File: config.mk
export PLATFORM = sky130hd
export DESIGN_NAME = fifo_dispatcher_flat
export DESIGN_NICKNAME = d
export VERILOG_FILES = /design/src/rtl/fifo_dispatcher_if.sv /design/src/rtl/fifo_dispatcher.sv /design/src/flat_wrapper.sv
export SDC_FILE = /design/constraint.sdc
export NUM_CORES = 1
export LEC_CHECK = 0
export ABC_AREA = 1
export CELL_PAD_IN_SITES_DETAIL_PLACEMENT = 1
export CELL_PAD_IN_SITES_GLOBAL_PLACEMENT = 1
export CORE_MARGIN = 4
export CORE_UTILIZATION = 27
export DETAILED_ROUTE_END_ITERATION = 10
export GPL_TIMING_DRIVEN = 0
export HOLD_SLACK_MARGIN = 0.06
export PLACE_DENSITY_LB_ADDON = 0.1
export REMOVE_ABC_BUFFERS = 1
export SLEW_MARGIN = 15
export SYNTH_ARGS = -nofsm -noshare
export SYNTH_HDL_FRONTEND = slang
export SYNTH_SLANG_ARGS = --single-unit
File: constraint.sdc
create_clock -name clk -period 1.8 [get_ports clk]
set_input_delay 0.45 -clock clk [delete_from_list [all_inputs] [get_ports clk]]
set_output_delay 0.45 -clock clk [all_outputs]
set_load 0.03 [all_outputs]
File: src/rtl/fifo_dispatcher_if.sv
// Handshake bundle between a FIFO, the pair dispatcher and the downstream MAC.
// The master side is the dispatcher itself; the slave side is its environment.
interface fifo_dispatcher_if #(
  parameter int DataWidth  = 32,
  parameter int BufferSize = 4,
  parameter int CountWidth = 16
);
  logic                  Empty;
  logic [BufferSize-1:0] ReadyM;
  logic [DataWidth-1:0]  DataOut1;
  logic [DataWidth-1:0]  DataOut2;
  logic                  Flush;
  logic                  Pop1;
  logic                  Pop2;
  logic [DataWidth-1:0]  OpA;
  logic [DataWidth-1:0]  OpB;
  logic                  OutValid;
  logic                  OutReady;
  logic                  Last;
  logic                  Done;
  logic [CountWidth-1:0] PairCount;

  modport master (
    input  Empty, ReadyM, DataOut1, DataOut2, Flush, OutReady,
    output Pop1, Pop2, OpA, OpB, OutValid, Last, Done, PairCount
  );

  modport slave (
    output Empty, ReadyM, DataOut1, DataOut2, Flush, OutReady,
    input  Pop1, Pop2, OpA, OpB, OutValid, Last, Done, PairCount
  );
endinterface

File: src/rtl/fifo_dispatcher.sv
// Pulls operand pairs off the head of a FIFO and presents them to a MAC through
// a one-deep output register; a lone trailing entry is padded with zero on Flush.
module fifo_dispatcher #(
  parameter int DataWidth  = 32,
  parameter int BufferSize = 4,
  parameter int CountWidth = 16
) (
  input logic               clk,
  input logic               rst,
  fifo_dispatcher_if.master bus
);

  typedef enum logic {
    IDLE,
    HOLD
  } state_t;

  state_t                state;
  logic [DataWidth-1:0]  op_a;
  logic [DataWidth-1:0]  op_b;
  logic                  out_valid;
  logic                  last;
  logic                  done;
  logic                  done_armed;
  logic [CountWidth-1:0] pair_count;

  logic idle;
  logic take_pair;
  logic take_single;
  logic drained;
  logic ready_unused;

  // Empty dominates ReadyM so that inconsistent status never causes a pop.
  always_comb begin
    idle        = (state == IDLE) && !rst;
    take_pair   = idle && !bus.Empty && (bus.ReadyM[1:0] == 2'b11);
    take_single = idle && !bus.Empty && bus.Flush && (bus.ReadyM[1:0] == 2'b01);
    drained     = idle && bus.Flush && bus.Empty;
  end

  assign ready_unused = ^bus.ReadyM;

  assign bus.Pop1      = take_single;
  assign bus.Pop2      = take_pair;
  assign bus.OpA       = op_a;
  assign bus.OpB       = op_b;
  assign bus.OutValid  = out_valid;
  assign bus.Last      = last;
  assign bus.Done      = done;
  assign bus.PairCount = pair_count;

  // done_armed keeps a held Flush on an empty FIFO from pulsing Done repeatedly;
  // it re-arms when Flush drops or when new data is consumed.
  always_ff @(posedge clk) begin
    if (rst) begin
      state      <= IDLE;
      op_a       <= '0;
      op_b       <= '0;
      out_valid  <= 1'b0;
      last       <= 1'b0;
      done       <= 1'b0;
      done_armed <= 1'b1;
      pair_count <= '0;
    end else begin
      done <= 1'b0;
      case (state)
        IDLE: begin
          if (!bus.Flush) begin
            done_armed <= 1'b1;
          end
          if (take_pair) begin
            op_a       <= bus.DataOut1;
            op_b       <= bus.DataOut2;
            last       <= 1'b0;
            out_valid  <= 1'b1;
            done_armed <= 1'b1;
            state      <= HOLD;
          end else if (take_single) begin
            op_a       <= bus.DataOut1;
            op_b       <= '0;
            last       <= 1'b1;
            out_valid  <= 1'b1;
            done_armed <= 1'b1;
            state      <= HOLD;
          end else if (drained && done_armed) begin
            done       <= 1'b1;
            done_armed <= 1'b0;
          end
        end
        HOLD: begin
          if (bus.OutReady) begin
            out_valid  <= 1'b0;
            pair_count <= pair_count + 1'b1;
            state      <= IDLE;
          end
        end
        default: state <= IDLE;
      endcase
    end
  end

endmodule
File: src/flat_wrapper.sv
// flat-port wrapper written by rule: the top's interface ports become plain ports
module fifo_dispatcher_flat 
#(
  parameter int DataWidth  = 32,
  parameter int BufferSize = 4,
  parameter int CountWidth = 16
)
  (clk, rst, bus_Empty, bus_ReadyM, bus_DataOut1, bus_DataOut2, bus_Flush, bus_OutReady, bus_Pop1, bus_Pop2, bus_OpA, bus_OpB, bus_OutValid, bus_Last, bus_Done, bus_PairCount);
  fifo_dispatcher_if #(.DataWidth(DataWidth), .BufferSize(BufferSize), .CountWidth(CountWidth)) bus_i ();
  input logic clk;
  input logic rst;
  input wire logic [$bits(bus_i.Empty)-1:0] bus_Empty;
  input wire logic [$bits(bus_i.ReadyM)-1:0] bus_ReadyM;
  input wire logic [$bits(bus_i.DataOut1)-1:0] bus_DataOut1;
  input wire logic [$bits(bus_i.DataOut2)-1:0] bus_DataOut2;
  input wire logic [$bits(bus_i.Flush)-1:0] bus_Flush;
  input wire logic [$bits(bus_i.OutReady)-1:0] bus_OutReady;
  output wire logic [$bits(bus_i.Pop1)-1:0] bus_Pop1;
  output wire logic [$bits(bus_i.Pop2)-1:0] bus_Pop2;
  output wire logic [$bits(bus_i.OpA)-1:0] bus_OpA;
  output wire logic [$bits(bus_i.OpB)-1:0] bus_OpB;
  output wire logic [$bits(bus_i.OutValid)-1:0] bus_OutValid;
  output wire logic [$bits(bus_i.Last)-1:0] bus_Last;
  output wire logic [$bits(bus_i.Done)-1:0] bus_Done;
  output wire logic [$bits(bus_i.PairCount)-1:0] bus_PairCount;
  assign bus_i.Empty = bus_Empty;
  assign bus_i.ReadyM = bus_ReadyM;
  assign bus_i.DataOut1 = bus_DataOut1;
  assign bus_i.DataOut2 = bus_DataOut2;
  assign bus_i.Flush = bus_Flush;
  assign bus_i.OutReady = bus_OutReady;
  assign bus_Pop1 = bus_i.Pop1;
  assign bus_Pop2 = bus_i.Pop2;
  assign bus_OpA = bus_i.OpA;
  assign bus_OpB = bus_i.OpB;
  assign bus_OutValid = bus_i.OutValid;
  assign bus_Last = bus_i.Last;
  assign bus_Done = bus_i.Done;
  assign bus_PairCount = bus_i.PairCount;
  fifo_dispatcher #(.DataWidth(DataWidth), .BufferSize(BufferSize), .CountWidth(CountWidth)) u_core (.clk(clk), .rst(rst), .bus(bus_i));
endmodule
# == Yosys cells after proc, flatten, opt, wreduce, memory -nomap -nowiden ==
# Index checks and enable logic that the tools add are counted.
# Widths: inputs -> output; s select.
# classes
addsub,1
n_mux,18
reduce_logical,16
bitwise,1
n_eq_ne,5
# ops
op,count
$mux 32,4
$add 16x1->16 const B,1
$mux 1,12
$logic_and 1x1->1,8
$reduce_and 2->1,4
$ne 4x1->1 const B,1
$pmux 1 s2,2
$reduce_or 4->1,1
$ne 3x3->1 const B,1
$eq 2x1->1 const B,1
$eq 2x2->1 const B,1
$logic_not 1->1,2
$ne 2x2->1 const B,1
$reduce_bool 2->1,1
$not 1->1,1
# word_totals
out_inout_bits,85
regBits,85
elab_cells,49
in_bits,73

# == Logic depth before layout (Yosys ltp) ==
# Gate-level depths: netlist (run 1).
# depth
depth_word,8
mapped_depth,9
mapped_depth_nobuf,9

# == Worst setup path before layout (run 1) ==
# OpenSTA, ideal clock, no wires.
# synth_path
kind,input -> output
start,in rst
end,out bus_Pop1
required_time_ps,1350
n_path_buf,0
path_stages,5
setup_slack_ps,131
arrival_time_ps,1219
cell_sequence,inv_2 nand2_2 nor2_2 nand2_1 nor2_1
# synth_between
elab_chain_len,5
# synth_rtl
item,line_no,source
start: declaration,flat_wrapper.sv:11,input logic rst;
$logic_not 1->1,fifo_dispatcher.sv:35,idle = (state == IDLE) && !rst;
$logic_and 1x1->1,fifo_dispatcher.sv:35,
$logic_and 1x1->1 (3 in series),fifo_dispatcher.sv:37,take_single = idle && !bus.Empty && bus.Flush && (bus.ReadyM[1:0] == 2'b01);
end: declaration,flat_wrapper.sv:18,output wire logic [$bits(bus_i.Pop1)-1:0] bus_Pop1;
# Every way passes these cells.

# == Worst setup path after layout (run 1) ==
# layout_path
start,reg u_core.state
end,out bus_Pop1
# layout_between
elab_chain_len,5
# layout_rtl
item,line_no,source
start: declaration,fifo_dispatcher.sv:18,state_t state;
start signal: assignment,fifo_dispatcher.sv:56,state <= IDLE;
start signal: assignment,fifo_dispatcher.sv:77,state <= HOLD;
start signal: assignment,fifo_dispatcher.sv:84,state <= HOLD;
$not 1->1 (no line),--,
$logic_and 1x1->1,fifo_dispatcher.sv:35,
$logic_and 1x1->1 (3 in series),fifo_dispatcher.sv:37,
# Every way passes these cells.

==> results of run 1 <==
[cell type report]
type | instances | area (sq um) | area share, %
Tap cell | 143 | 179 | 3.41
Inverter | 30 | 151 | 2.89
Timing Repair inverter | 3 | 23.8 | 0.454
Timing Repair Buffer | 164 | 1550 | 29.5
Clock inverter | 6 | 86.3 | 1.65
Clock buffer | 10 | 239 | 4.56
Multi-Input combinational cell | 294 | 1310 | 25.0
Sequential cell | 85 | 1710 | 32.5
[routing by layer]
metal  vias up  global-route usage (%)  part of all wire (%)
li1       1675                       -                     -
met1      1592                    18.9                    41
met2        86                    29.0                    50
met3        15                    5.60                   6.7
met4         0                    7.57                   2.2
met5         -                       0                     0
[worst max-delay path: stages (launching register included)]
cell	delay (ns)
dfxtp_4	0.37
inv_4	0.07
nand2_4	0.06
nor2_4	0.14
nand2_4	0.08
nor2_4	0.10
buf_6	0.14
[logic make-up after synthesis]
| logic type | count (synthesis) | share of synthesized area (%) |
|---|---|---|
| flip-flops | 85 | 53.3 |
| XOR/XNOR | 1 | 0.274 |
| buffers and inverters | 51 | 7.44 |
| AO/OA/AOI/OAI | 79 | 12.5 |
| AND/OR/NAND/NOR | 213 | 26.1 |
| adder cells (fa/ha/maj) | 1 | 0.392 |
[cells in the final DEF (no fill, tap or decap), types with 2 or more instances in the layout]
cell / netlist / final
nor2_2: 1 / 3
inv_4: 0 / 2
nand4_1: 5 / 5
nor2_4: 0 / 2
dlymetal6s2s_1: 0 / 3
dfxtp_1: 85 / 84
clkinv_2: 0 / 2
nor2_1: 96 / 92
inv_6: 0 / 2
o21ai_0: 22 / 22
clkbuf_16: 0 / 9
a21oi_1: 26 / 26
clkdlybuf4s50_1: 0 / 65
buf_4: 2 / 9
nand2_4: 0 / 3
nand2_1: 99 / 96
o21ai_1: 30 / 30
dlygate4sd2_1: 0 / 83
nand3_1: 8 / 8
bufinv_16: 0 / 2
inv_1: 27 / 26
[registers in the layout (all words and copies together) (netlist names)]
signal                flops
u_core.bus.PairCount     16
u_core.bus.OutValid       1
u_core.bus.Last           1
u_core.state              1
u_core.bus.Done           1
u_core.done_armed         1
u_core.bus.OpB           32
u_core.bus.OpA           32
[what timing repair did]
item / 4_1_cts / 5_1_grt
endpoints found under the setup margin: 166 / 60
gates resized for setup: 128 / 11
endpoints found under the hold margin: 0 / 0
cloned: 3 / 0
buffers inserted: 5 / 3
pin swaps: 3 / 3
[worst paths after layout]
path                                   to          startpoint  slack (ns)
setup / recovery                 bus_Pop1        u_core.state        0.06
hold / removal    u_core.bus.PairCount[2]                 rst        0.44
setup reg to reg       u_core.bus.OpB[10]        u_core.state        0.23
hold reg to reg        u_core.bus.OpB[12]  u_core.bus.OpB[12]        0.46
[per-stage QoR]
step,area [sq um],std cells
after global routing,5240,735
final,5240,735
after CTS,5180,732
after global placement,4800,707
after floorplan,3070,409
after detailed placement,4830,708
[power by group through the flow]
stage,Combinational (mW),Clock [mW],Sequential (mW)
floorplan,0.120,0,2.15
global placement,0.595,0,2.02
detailed placement,0.607,0,2.03
CTS,0.592,2.11,1.98
global route,0.639,2.18,1.99
finish,0.593,2.04,1.98
==> flow_summary.toml, run 1 <==
[synthesis]
synth_edf_count = 0
synthArstFlopShare_pct = 0
synth_top_area_share_pct = 53.3
ys_types = 22
ys_warn_count = 0
netlist_area_sq_um = 3190
yosysMostFrequentCell = "nand2_1"
synthFlopType = "dfxtp_1"
synth_area_leader_cell = "dfxtp_1"
synthCells = 430
seq_area_frac_synth_pct = 53.3
synth_seq_cells = 85
ys_top_cells_by_area = "dfxtp_1, nand2_1, nor2_1"
syn_avg_cell_area_sq_um = 7.43
synth_commonest_cells = "nand2_1, nor2_1, dfxtp_1"

[critical_path]
worstSetupEndpointType = "primary output"
crit_type = "reg -> out"
cp.required_ns = 1.35
cp_data_arrival_time_ns = 1.29
crit_fanout = 5
crit_path_start_kind = "flip-flop"
r2r_cells = 9

[global_route]
grt_max_degree = 52
grt_pass1_vias = 3501
grtUsageTotal_pct = 16.9
antenna_found_initial = 0
grt_pass1_wl_um = 17600
grt-ovfl-total = 0

[placed_design]
dp_hpwl_um = 7510
io_buffers = 155
gp_congestion = 0.738
pre_cts_slack_ns = -2.80

[pwr]
p_leak_nw = 2.51
irDropWorstVdd_mv = 0.388
pwr-share-clk_pct = 44.2
swShare_pct = 25.1
p_per_area_nw_per_um2 = 881
power_frac_seq_pct = 42.9
switchingPower_mw = 1.16
pwr-share-comb_pct = 12.8
fin_total_pwr_mw = 4.62
internal_power_mw = 3.46

[layout]
fillers = 1385
syn_to_final_growth_pct = 64.1
drive_above_1_share_pct = 7.77
fin_nets = 661
diodes = 0
fin_util_pct = 45.5

[detailed_routing]
drt-total-wl_um = 11400
ant_nets = 0
vias_per_cell = 4.58
drc = 0
drtIter0Drc = 122
vias = 3368
dr.pass1.iters = 4
wl_per_cell_um = 15.5

[timing]
setup_tns_ns = 0
fin_ws_ns = 0.0588
period_needed_ns = 1.74
slew_headroom_pct = 76.2
max_freq_ghz = 0.574
finalSetupViolations = 0
whs_ns = 0.437
fin_skew_ns = 0.00783
drv_slew = 0
finalCritPeriodShare_pct = 96.7
tightest_slew_ns = 0.358
hold_violations = 0

[clock_network]
clk_latency_ns = 0.34
root_buffer = "clkbuf_16"
cts.sinks = 85
cts_tree = "built"
clk_path_buf_depth = 2
htree_levels = 3
cts_made_buffers = 9
clk_pin_slew_ns = 0.07
postCtsHoldBufs = 0

[die]
dieArea_sq_um = 13600
coreArea_sq_um = 11500
die_h_um = 117
die_x_um = 117
ios = 158
rows = 39
start_util_pct = 27.7

[job]
max_cap_viol_count = 0

[worst_hold_path]
min_path_cells = 2
hp-class = "in -> reg"

[status]
status = "finished clean"
Power figures use the tool's default switching activity.
==> inputs of run 2 (changes only) <==
==> constraint.sdc (replaced) <==
create_clock -name clk -period 1.72 [get_ports clk]
set_input_delay 0.43 -clock clk [delete_from_list [all_inputs] [get_ports clk]]
set_output_delay 0.43 -clock clk [all_outputs]
set_load 0.03 [all_outputs]
==> run 2 against run 1 <==
Net effect: register-to-register slack got worse by 0.13 ns; critical path depth unchanged; worst setup slack got worse by 0.057 ns; largest cell class unchanged.
==> flow_summary.toml, run 2 (synthesized netlist as in run 1, its figures left out) <==
[status]
status = "finished clean"

[timing]
rsz0062_at_grt = "yes"
tightest_slew_ns = 0.359
finalSetupViolations = 0
setup_tns_ns = 0
fin_skew_ns = 0.00787
fin_ws_ns = 0.00143
slew_headroom_pct = 76.2
max_freq_ghz = 0.582
whs_ns = 0.363
hold_violations = 0
period_needed_ns = 1.72
finalCritPeriodShare_pct = 99.9
drv_slew = 0

[global_route]
grt-ovfl-total = 0
grtUsageTotal_pct = 17.0
grt_pass1_wl_um = 17700
grt_max_degree = 52
grt_pass1_vias = 3546
antenna_found_initial = 0

[pwr]
fin_total_pwr_mw = 4.84
p_per_area_nw_per_um2 = 923
irDropWorstVdd_mv = 0.406
p_leak_nw = 2.49

[critical_path]
crit_path_start_kind = "flip-flop"
r2r_slack_ns = 0.10
critPathBufInv = 2
crit_fanout = 2
crit_family = "simple AND/OR/NAND/NOR gates"
path_cells = "inv_2 > nand2_4 > nor2_4 > nand2_4 > nor2_4 > buf_6"
cp_data_arrival_time_ns = 1.29
r2r_start = "u_core.state"
worstSetupEndpointType = "primary output"
slowest_stage = "dfxtp_2"
cp.required_ns = 1.29
r2r_cells = 10
slowest_delay_ns = 0.33
r2r_end = "u_core.bus.OpA[7]"
crit_type = "reg -> out"

[layout]
syn_to_final_growth_pct = 64.1
drive_above_1_share_pct = 8.59
final_cell_mix = "nand2_1, nor2_1, dlygate4sd2_1"
fin_nets = 663
instances_no_fill = 737
final_common_cell = "nand2_1"
diodes = 0
fillers = 1395

[placed_design]
dp_hpwl_um = 7510
io_buffers = 155
dpl.cell_count = 708
pre_cts_slack_ns = -2.84
gp_congestion = 0.738

[clock_network]
cts_tree = "built"
clk_latency_ns = 0.34
htree_levels = 3
cts_made_buffers = 9
postCtsHoldBufs = 0
root_buffer = "clkbuf_16"
clk_pin_slew_ns = 0.07
clk_path_buf_depth = 2
cts.sinks = 85

[die]
coreArea_sq_um = 11500
die_x_um = 117
start_util_pct = 27.7
rows = 39
dieArea_sq_um = 13600
ios = 158
die_h_um = 117

[detailed_routing]
dr.pass1.iters = 4
drtIter0Drc = 137
drc = 0
drt-total-wl_um = 11500
ant_nets = 0
wl_per_cell_um = 15.6
vias = 3378
vias_per_cell = 4.58

[worst_hold_path]
min_path_cells = 3
hp-start = "bus_Empty"
whs_endpoint = "u_core.bus.Done"
hp-class = "in -> reg"

[job]
max_cap_viol_count = 0
## run 2: through the flow
stage               cell area (sq um)  utilization, %
floorplan                        3070               -
global placement                 4800            41.7
detailed placement               4830            41.9
CTS                              5200            45.1
global route                     5240            45.5
finish                           5240            45.5
## run 2: worst reg2reg max path, cell delays in order (launching register included)
cell     delay, ns
dfxtp_2       0.33
inv_2         0.08
nand2_4       0.06
nor2_4        0.14
nand2_4       0.08
buf_4         0.13
buf_4         0.14
nand2_8       0.19
inv_12        0.16
nor2_1        0.14
nor2_1        0.06
## run 2: power breakdown
| group | internal (mW) | switching, mW | total [mW] | leakage, nW |
|---|---|---|---|---|
| logic | 0.272 | 0.354 | 0.626 | 1.65 |
| clock network | 1.31 | 0.829 | 2.14 | 0.158 |
| registers | 2.04 | 0.0345 | 2.07 | 0.691 |
| total | 3.62 | 1.22 | 4.84 | 2.49 |
## run 2: per-layer routing
layer  vias to the layer above  GRT usage [%]  part of all wire, %
met1                      1602           19.0                   41
li1                       1677              -                    -
met2                        84           29.2                   50
met4                         0           7.80                  2.1
met5                         -              0                    0
met3                        15           5.65                  6.6
## run 2: area by class of cell
class,count,area [sq um],area share (%)
sequential,85,1700,32.5
tap,143,179,3.41
clock buffer,10,239,4.56
clock inverter,6,86.3,1.65
timing repair inverter,3,23.8,0.454
inverter,30,149,2.84
timing repair buffer,166,1550,29.6
multi-input combinational,294,1310,25.0
## run 2: how the worst max path moves through the flow
stage	startpoint	to	slack, ns	cells past startpoint
6_report	u_core.state	bus_Pop1	0.001	6
5_1_grt	u_core.state	bus_Pop1	-0.06	6
4_1_cts	u_core.state	bus_Pop2	0.004	6
3_5_place_dp	rst	bus_Pop2	-2.84	7
3_3_place_gp	rst	u_core.bus.OpA[29]	-3.94	9
2_1_floorplan	rst	u_core.bus.OpA[0]	-1.08	8
## run 2: timing repair
| item | 4_1_cts | 5_1_grt |
|---|---|---|
| setup endpoints to repair | 167 | 59 |
| setup buffers | 6 | 4 |
| pin swaps | 3 | 2 |
| resized for setup | 133 | 8 |
| cloned | 3 | 0 |
| hold endpoints to repair | 0 | 0 |
